===== src/rtl/mem_port_arbiter.sv =====
// Purpose : shares one single-ported 4B memory between the imem and dmem request streams,
//           round-robin on conflict, routing in-order responses back via a grant-order tag FIFO.
// Latency : zero cycles; request and response paths are purely combinational, no data registers.
// Backpr. : a requester stalls while it loses, while memory is not ready, or while
//           p_max_inflight requests are outstanding; responses stall on the routed requester's rdy.
//
// Ports:
//   clk, reset               clock, synchronous active-low reset
//   imem_req_* / dmem_req_*  requester val/rdy request channels (mem_req_4B_t)
//   mem_req_*                merged request channel towards memory
//   mem_resp_*               in-order response channel from memory (mem_resp_4B_t)
//   imem_resp_* / dmem_resp_* routed response channels, payload passed through unmodified
//   num_inflight             number of granted requests still awaiting a response

package mem_port_arbiter_pkg;

   // Request message for a 4-byte memory port.
   typedef struct packed {
      logic [2:0]  typ;     // read / write / etc., opaque to the arbiter
      logic [7:0]  opaque;  // requester-owned tag, returned in the response
      logic [31:0] addr;
      logic [1:0]  len;     // 0 encodes a full 4-byte access
      logic [31:0] data;
   } mem_req_4B_t;

   // Response message for a 4-byte memory port.
   typedef struct packed {
      logic [2:0]  typ;
      logic [7:0]  opaque;
      logic [1:0]  test;
      logic [1:0]  len;
      logic [31:0] data;
   } mem_resp_4B_t;

endpackage

module mem_port_arbiter
   import mem_port_arbiter_pkg::*;
#(
   parameter int p_max_inflight = 4
) (
   input  logic                              clk,
   input  logic                              reset,

   input  mem_req_4B_t                       imem_req_msg,
   input  logic                              imem_req_val,
   output logic                              imem_req_rdy,

   input  mem_req_4B_t                       dmem_req_msg,
   input  logic                              dmem_req_val,
   output logic                              dmem_req_rdy,

   output mem_req_4B_t                       mem_req_msg,
   output logic                              mem_req_val,
   input  logic                              mem_req_rdy,

   input  mem_resp_4B_t                      mem_resp_msg,
   input  logic                              mem_resp_val,
   output logic                              mem_resp_rdy,

   output mem_resp_4B_t                      imem_resp_msg,
   output logic                              imem_resp_val,
   input  logic                              imem_resp_rdy,

   output mem_resp_4B_t                      dmem_resp_msg,
   output logic                              dmem_resp_val,
   input  logic                              dmem_resp_rdy,

   output logic [$clog2(p_max_inflight):0]   num_inflight
);

   localparam int c_ptr_w = $clog2(p_max_inflight);
   localparam int c_cnt_w = c_ptr_w + 1;
   localparam logic [c_cnt_w-1:0] c_full_cnt = c_cnt_w'(p_max_inflight);

   // Tag encoding: 0 = imem, 1 = dmem. The same encoding is used for prio.
   localparam logic c_tag_imem = 1'b0;
   localparam logic c_tag_dmem = 1'b1;

   // ------------------------------------------------------------------
   // State
   // ------------------------------------------------------------------
   logic                         prio_q, prio_d;   // requester favoured on a tie
   logic [p_max_inflight-1:0]    tags_q, tags_d;   // grant-order tag storage
   logic [c_ptr_w-1:0]           head_q, head_d;   // oldest outstanding tag
   logic [c_ptr_w-1:0]           tail_q, tail_d;   // next free slot
   logic [c_cnt_w-1:0]           occ_q,  occ_d;    // outstanding request count

   // ------------------------------------------------------------------
   // Combinational helpers
   // ------------------------------------------------------------------
   logic fifo_full;
   logic fifo_empty;
   logic any_req_val;
   logic win_tag;
   logic can_issue;
   logic req_fire;
   logic head_tag;
   logic route_en;
   logic resp_fire;

   // ------------------------------------------------------------------
   // Request side: pick a winner and forward it unmodified
   // ------------------------------------------------------------------
   always_comb begin
      fifo_full   = (occ_q == c_full_cnt);
      any_req_val = imem_req_val | dmem_req_val;

      // A lone requester always wins; a tie is broken by prio. With no
      // requester valid the choice is irrelevant, prio is reused for it.
      if (imem_req_val && !dmem_req_val) begin
         win_tag = c_tag_imem;
      end else if (dmem_req_val && !imem_req_val) begin
         win_tag = c_tag_dmem;
      end else begin
         win_tag = prio_q;
      end

      // The full check uses the registered count only, so a dequeue in the
      // same cycle never frees a slot early; this also keeps mem_resp_* out
      // of the request path.
      can_issue   = reset && !fifo_full && mem_req_rdy;
      mem_req_val = reset && !fifo_full && any_req_val;
      mem_req_msg = (win_tag == c_tag_dmem) ? dmem_req_msg : imem_req_msg;

      imem_req_rdy = can_issue && (win_tag == c_tag_imem);
      dmem_req_rdy = can_issue && (win_tag == c_tag_dmem);

      req_fire = mem_req_val && mem_req_rdy;
   end

   // ------------------------------------------------------------------
   // Response side: head tag steers the in-order response stream
   // ------------------------------------------------------------------
   always_comb begin
      fifo_empty = (occ_q == '0);
      head_tag   = tags_q[head_q];

      // With nothing outstanding a response has no owner, so it is held off.
      route_en = reset && !fifo_empty;

      imem_resp_msg = mem_resp_msg;
      dmem_resp_msg = mem_resp_msg;

      imem_resp_val = route_en && (head_tag == c_tag_imem) && mem_resp_val;
      dmem_resp_val = route_en && (head_tag == c_tag_dmem) && mem_resp_val;

      mem_resp_rdy  = route_en &&
                      ((head_tag == c_tag_dmem) ? dmem_resp_rdy : imem_resp_rdy);

      resp_fire     = mem_resp_val && mem_resp_rdy;

      num_inflight  = reset ? occ_q : '0;
   end

   // ------------------------------------------------------------------
   // Next-state logic
   // ------------------------------------------------------------------
   always_comb begin
      prio_d = prio_q;
      tags_d = tags_q;
      head_d = head_q;
      tail_d = tail_q;
      occ_d  = occ_q;

      if (req_fire) begin
         tags_d[tail_q] = win_tag;
         tail_d         = tail_q + c_ptr_w'(1);   // wraps: depth is a power of two
         prio_d         = !win_tag;               // the winner goes to the back
      end

      if (resp_fire) begin
         head_d = head_q + c_ptr_w'(1);
      end

      // Simultaneous enqueue and dequeue leave the count unchanged.
      case ({req_fire, resp_fire})
         2'b10:   occ_d = occ_q + c_cnt_w'(1);
         2'b01:   occ_d = occ_q - c_cnt_w'(1);
         default: occ_d = occ_q;
      endcase
   end

   // ------------------------------------------------------------------
   // State registers
   // ------------------------------------------------------------------
   always_ff @(posedge clk) begin
      if (!reset) begin
         prio_q <= c_tag_imem;
         tags_q <= '0;
         head_q <= '0;
         tail_q <= '0;
         occ_q  <= '0;
      end else begin
         prio_q <= prio_d;
         tags_q <= tags_d;
         head_q <= head_d;
         tail_q <= tail_d;
         occ_q  <= occ_d;
      end
   end

endmodule


===== config.mk =====
export PLATFORM = sky130hd
export DESIGN_NAME = mem_port_arbiter
export DESIGN_NICKNAME = d
export VERILOG_FILES = /design/src/rtl/mem_port_arbiter.sv
export SDC_FILE = /design/constraint.sdc
export NUM_CORES = 1
export LEC_CHECK = 0
export ABC_CLOCK_PERIOD_IN_PS = 2700
export BUFFER_PORTS_ARGS = -buffer_cell sky130_fd_sc_hd__buf_2
export CAP_MARGIN = 20
export CORE_AREA = 2 2 153 155
export DETAILED_ROUTE_END_ITERATION = 10
export DIE_AREA = 0 0 155 157
export PLACE_DENSITY = 0.34
export SKIP_CTS_REPAIR_TIMING = 1
export SYNTH_ARGS = -nofsm -noshare
export SYNTH_HDL_FRONTEND = slang
export SYNTH_SLANG_ARGS = --single-unit

===== constraint.sdc =====
create_clock -name clk -period 2.7 [get_ports clk]
set_input_delay 0.54 -clock clk [delete_from_list [all_inputs] [get_ports clk]]
set_output_delay 0.54 -clock clk [all_outputs]
set_load 0.1 [all_outputs]

==> qor.yml <==
cts_made_buffers: 3
clockRootBuffer: "clkbuf_16"
hold_violations: 0
drive_gt1_frac: 0.658
cts_tree: "yes"
reg2reg_depth: 9
core-area_um2: 22500
cp.arrival_ns: 2.70
worst-setup-path-type: "register to register"
min_path_type: "register to register"
nets: 637
setup_viol: 0
grt_max_degree: 31
viasPerCell: 3.25
gp_congestion: 0.763
yosys.area.top_type: "mux2_1"
multi_input_area_um2: 1350
irDropWorstVdd_uv: 229
status: "finished clean"
io_pins: 389
path_clk_slew_ns: 0.05
wl_per_cell_um: 15.5
timing.rr.start: "head_q[0]$_SDFFE_PN0P_"
clkSinkCount: 12
synthToLayoutAreaGrowth_pct: 85.0
die_area_um2: 24300
seq_area_frac_synth: 0.101
fp.dieW_um: 155
min_from: "tags_q[1]$_SDFFE_PN0P_"
p_per_area_nw_per_um2: 486
grt_remaining_overflow: 0
netlist.area_leader.share: 0.365
grt_pass1_wl_mm: 15.3
fmax_ghz: 0.396
netlist_area_um2: 2370
synth_area_per_cell_um2: 8.99
slew_headroom: 0.665
antenna_found_initial: 1
path_cells: "mux4_2 > mux2i_2 > nor2_2 > ha_2 > inv_1 > fa_1 > xor2_1 > or3_1 > a21oi_1"
syn-num-nets: 479
placement.io_buffers: 247
slew_viol_final: 0
ys_top_cells_by_area: "mux2_1, buf_4, dfxtp_1"
clock_skew_ns: 0.00102
netlist-cell-type-count: 30
cap_violations: 0
track_usage: 0.0841
leakage_nw: 2.04
worstSkewPairLatency_ns: 0.24
cpPeakStageDelay_ns: 0.54
vias: 2291
ant_nets: 0
critPathCaptureType: "register"
cts-htree-levels: 1
start_util: 0.105
die_h_um: 157
fin_crit_sh: 0.934
min_to: "tags_q[1]$_SDFFE_PN0P_"
required_ns: 2.88
place_inst: 702
num-fill-cells: 2460
syn_inst: 264
design_area_um2: 4390
setup.worst_path.start_class: "register"
num_antenna_cells: 0
rsz0062_at_grt: "false"
path_max_fanout: 4
place_ws_ns: 0.134
routed_wl_mm: 10.9
drt-pass1-iter-count: 4
yosys_warnings: 0
crit_slowest_cell: "mux4_2"
dpl_cell_area_um2: 4300
remaining_drc_errors: 0
drtIter0Drc: 40
r2r_end: "occ_q[2]$_SDFFE_PN0P_"
synth-seq-cells: 12
hold_depth: 2
placement_rows: 55
final_cells: 706
tightest_slew_ns: 0.507
dp_hpwl_mm: 10.0
reg2reg_slack_ns: 0.18
layout_setup_ws_ns: 0.177
regArea_um2: 241
period_needed_ns: 2.52
cts.path.max_buffers: 2
grt_pass1_vias: 2431
## per-layer routing
metal | track usage | share of wire | vias up
li1 | - | - | 1099
met1 | 0.0973 | 0.36 | 1010
met2 | 0.148 | 0.50 | 170
met3 | 0.0372 | 0.14 | 12
met4 | 0.00926 | 0.0065 | 0
met5 | 0 | 0 | -
## worst max-delay path by stage
stage | end | start | cells past startpoint
final | occ_q[2]$_SDFFE_PN0P_ | head_q[0]$_SDFFE_PN0P_ | 9
after global routing | occ_q[2]$_SDFFE_PN0P_ | head_q[0]$_SDFFE_PN0P_ | 9
after CTS | occ_q[2]$_SDFFE_PN0P_ | head_q[0]$_SDFFE_PN0P_ | 9
after detailed placement | occ_q[2]$_SDFFE_PN0P_ | head_q[0]$_SDFFE_PN0P_ | 9
after global placement | occ_q[2]$_SDFFE_PN0P_ | head_q[0]$_SDFFE_PN0P_ | 9
after floorplan | mem_resp_rdy | head_q[0]$_SDFFE_PN0P_ | 3
## cells in the final DEF (no fill, tap or decap), drive strengths merged, types with 2 or more instances in the layout
cell type,instances
nor2b,2
dfxtp,12
nor2,13
clkbuf,4
nor3,3
mux2,77
nor3b,2
ha,5
buf,258
mux2i,8
inv,9
or3,2
a21oi,3
xor2,2
nand2,11
## state kept, by name, indices dropped and copies added, names as in the netlist
name,cells
occ_q,3
tail_q,2
tags_q,4
head_q,2
prio_q,1
## Yosys cell counts (all sizes together)
| library cell | number |
|---|---|
| xnor2 | 1 |
| fa | 1 |
| ha | 5 |
| or3 | 2 |
| mux4 | 1 |
| nor3 | 3 |
| dfxtp | 12 |
| nand3b | 1 |
| nor2 | 13 |
| a21oi | 3 |
| clkbuf | 1 |
| inv | 9 |
| o21ai | 1 |
| xor2 | 2 |
| nor4 | 1 |
| a21o | 1 |
| mux2 | 77 |
| nor3b | 2 |
| mux2i | 8 |
| o221a | 1 |
| buf | 104 |
| nand2b | 1 |
| nor2b | 2 |
| nand2 | 11 |
| and2 | 1 |
## stage by stage
step / util / hold WS (ns) / TNS (ns) / power, W
after floorplan: - / 0.435 / -0.119 / 0.00187
after global placement: 0.191 / 0.455 / 0 / 0.00184
after detailed placement: 0.191 / 0.453 / 0 / 0.00183
after CTS: 0.195 / 0.460 / 0 / 0.00216
after global routing: 0.195 / 0.488 / 0 / 0.00220
final: 0.195 / 0.458 / 0 / 0.00213
## cell families after synthesis
kind of cell,Yosys count,synth area share
compound gates,6,0.0163
xor+xnor,3,0.0111
fa+ha+maj,6,0.0348
buf+inv,114,0.343
flops,12,0.101
mux,86,0.410
simple gates,37,0.0838
## cell type report
cell class | count | share of cell area
timing repair buffer | 258 | 0.529
tap | 285 | 0.0812
inverter | 9 | 0.00769
sequential | 12 | 0.0550
multi-input combinational | 138 | 0.307
clock buffer | 4 | 0.0202
## report_power, final
group          total [W]  leakage [nW]  internal, W  switching (W)
clock network   0.000312        0.0442     0.000225      0.0000879
logic            0.00163          1.90     0.000545        0.00108
registers       0.000193        0.0979     0.000185     0.00000769
total            0.00213          2.04     0.000955        0.00118
## critical path: cells and delay by family (launching register included)
family                   cells  cell delay [ns]
multiplexers                 2             0.75
flip-flops                   1             0.35
buffers and inverters        1             0.05
XOR/XNOR                     1             0.15
AND/OR/NAND/NOR              2             0.44
adder cells (fa/ha/maj)      2             0.58
AO/OA/AOI/OAI                1             0.14
No activity file was read; power rests on OpenSTA's default activity.
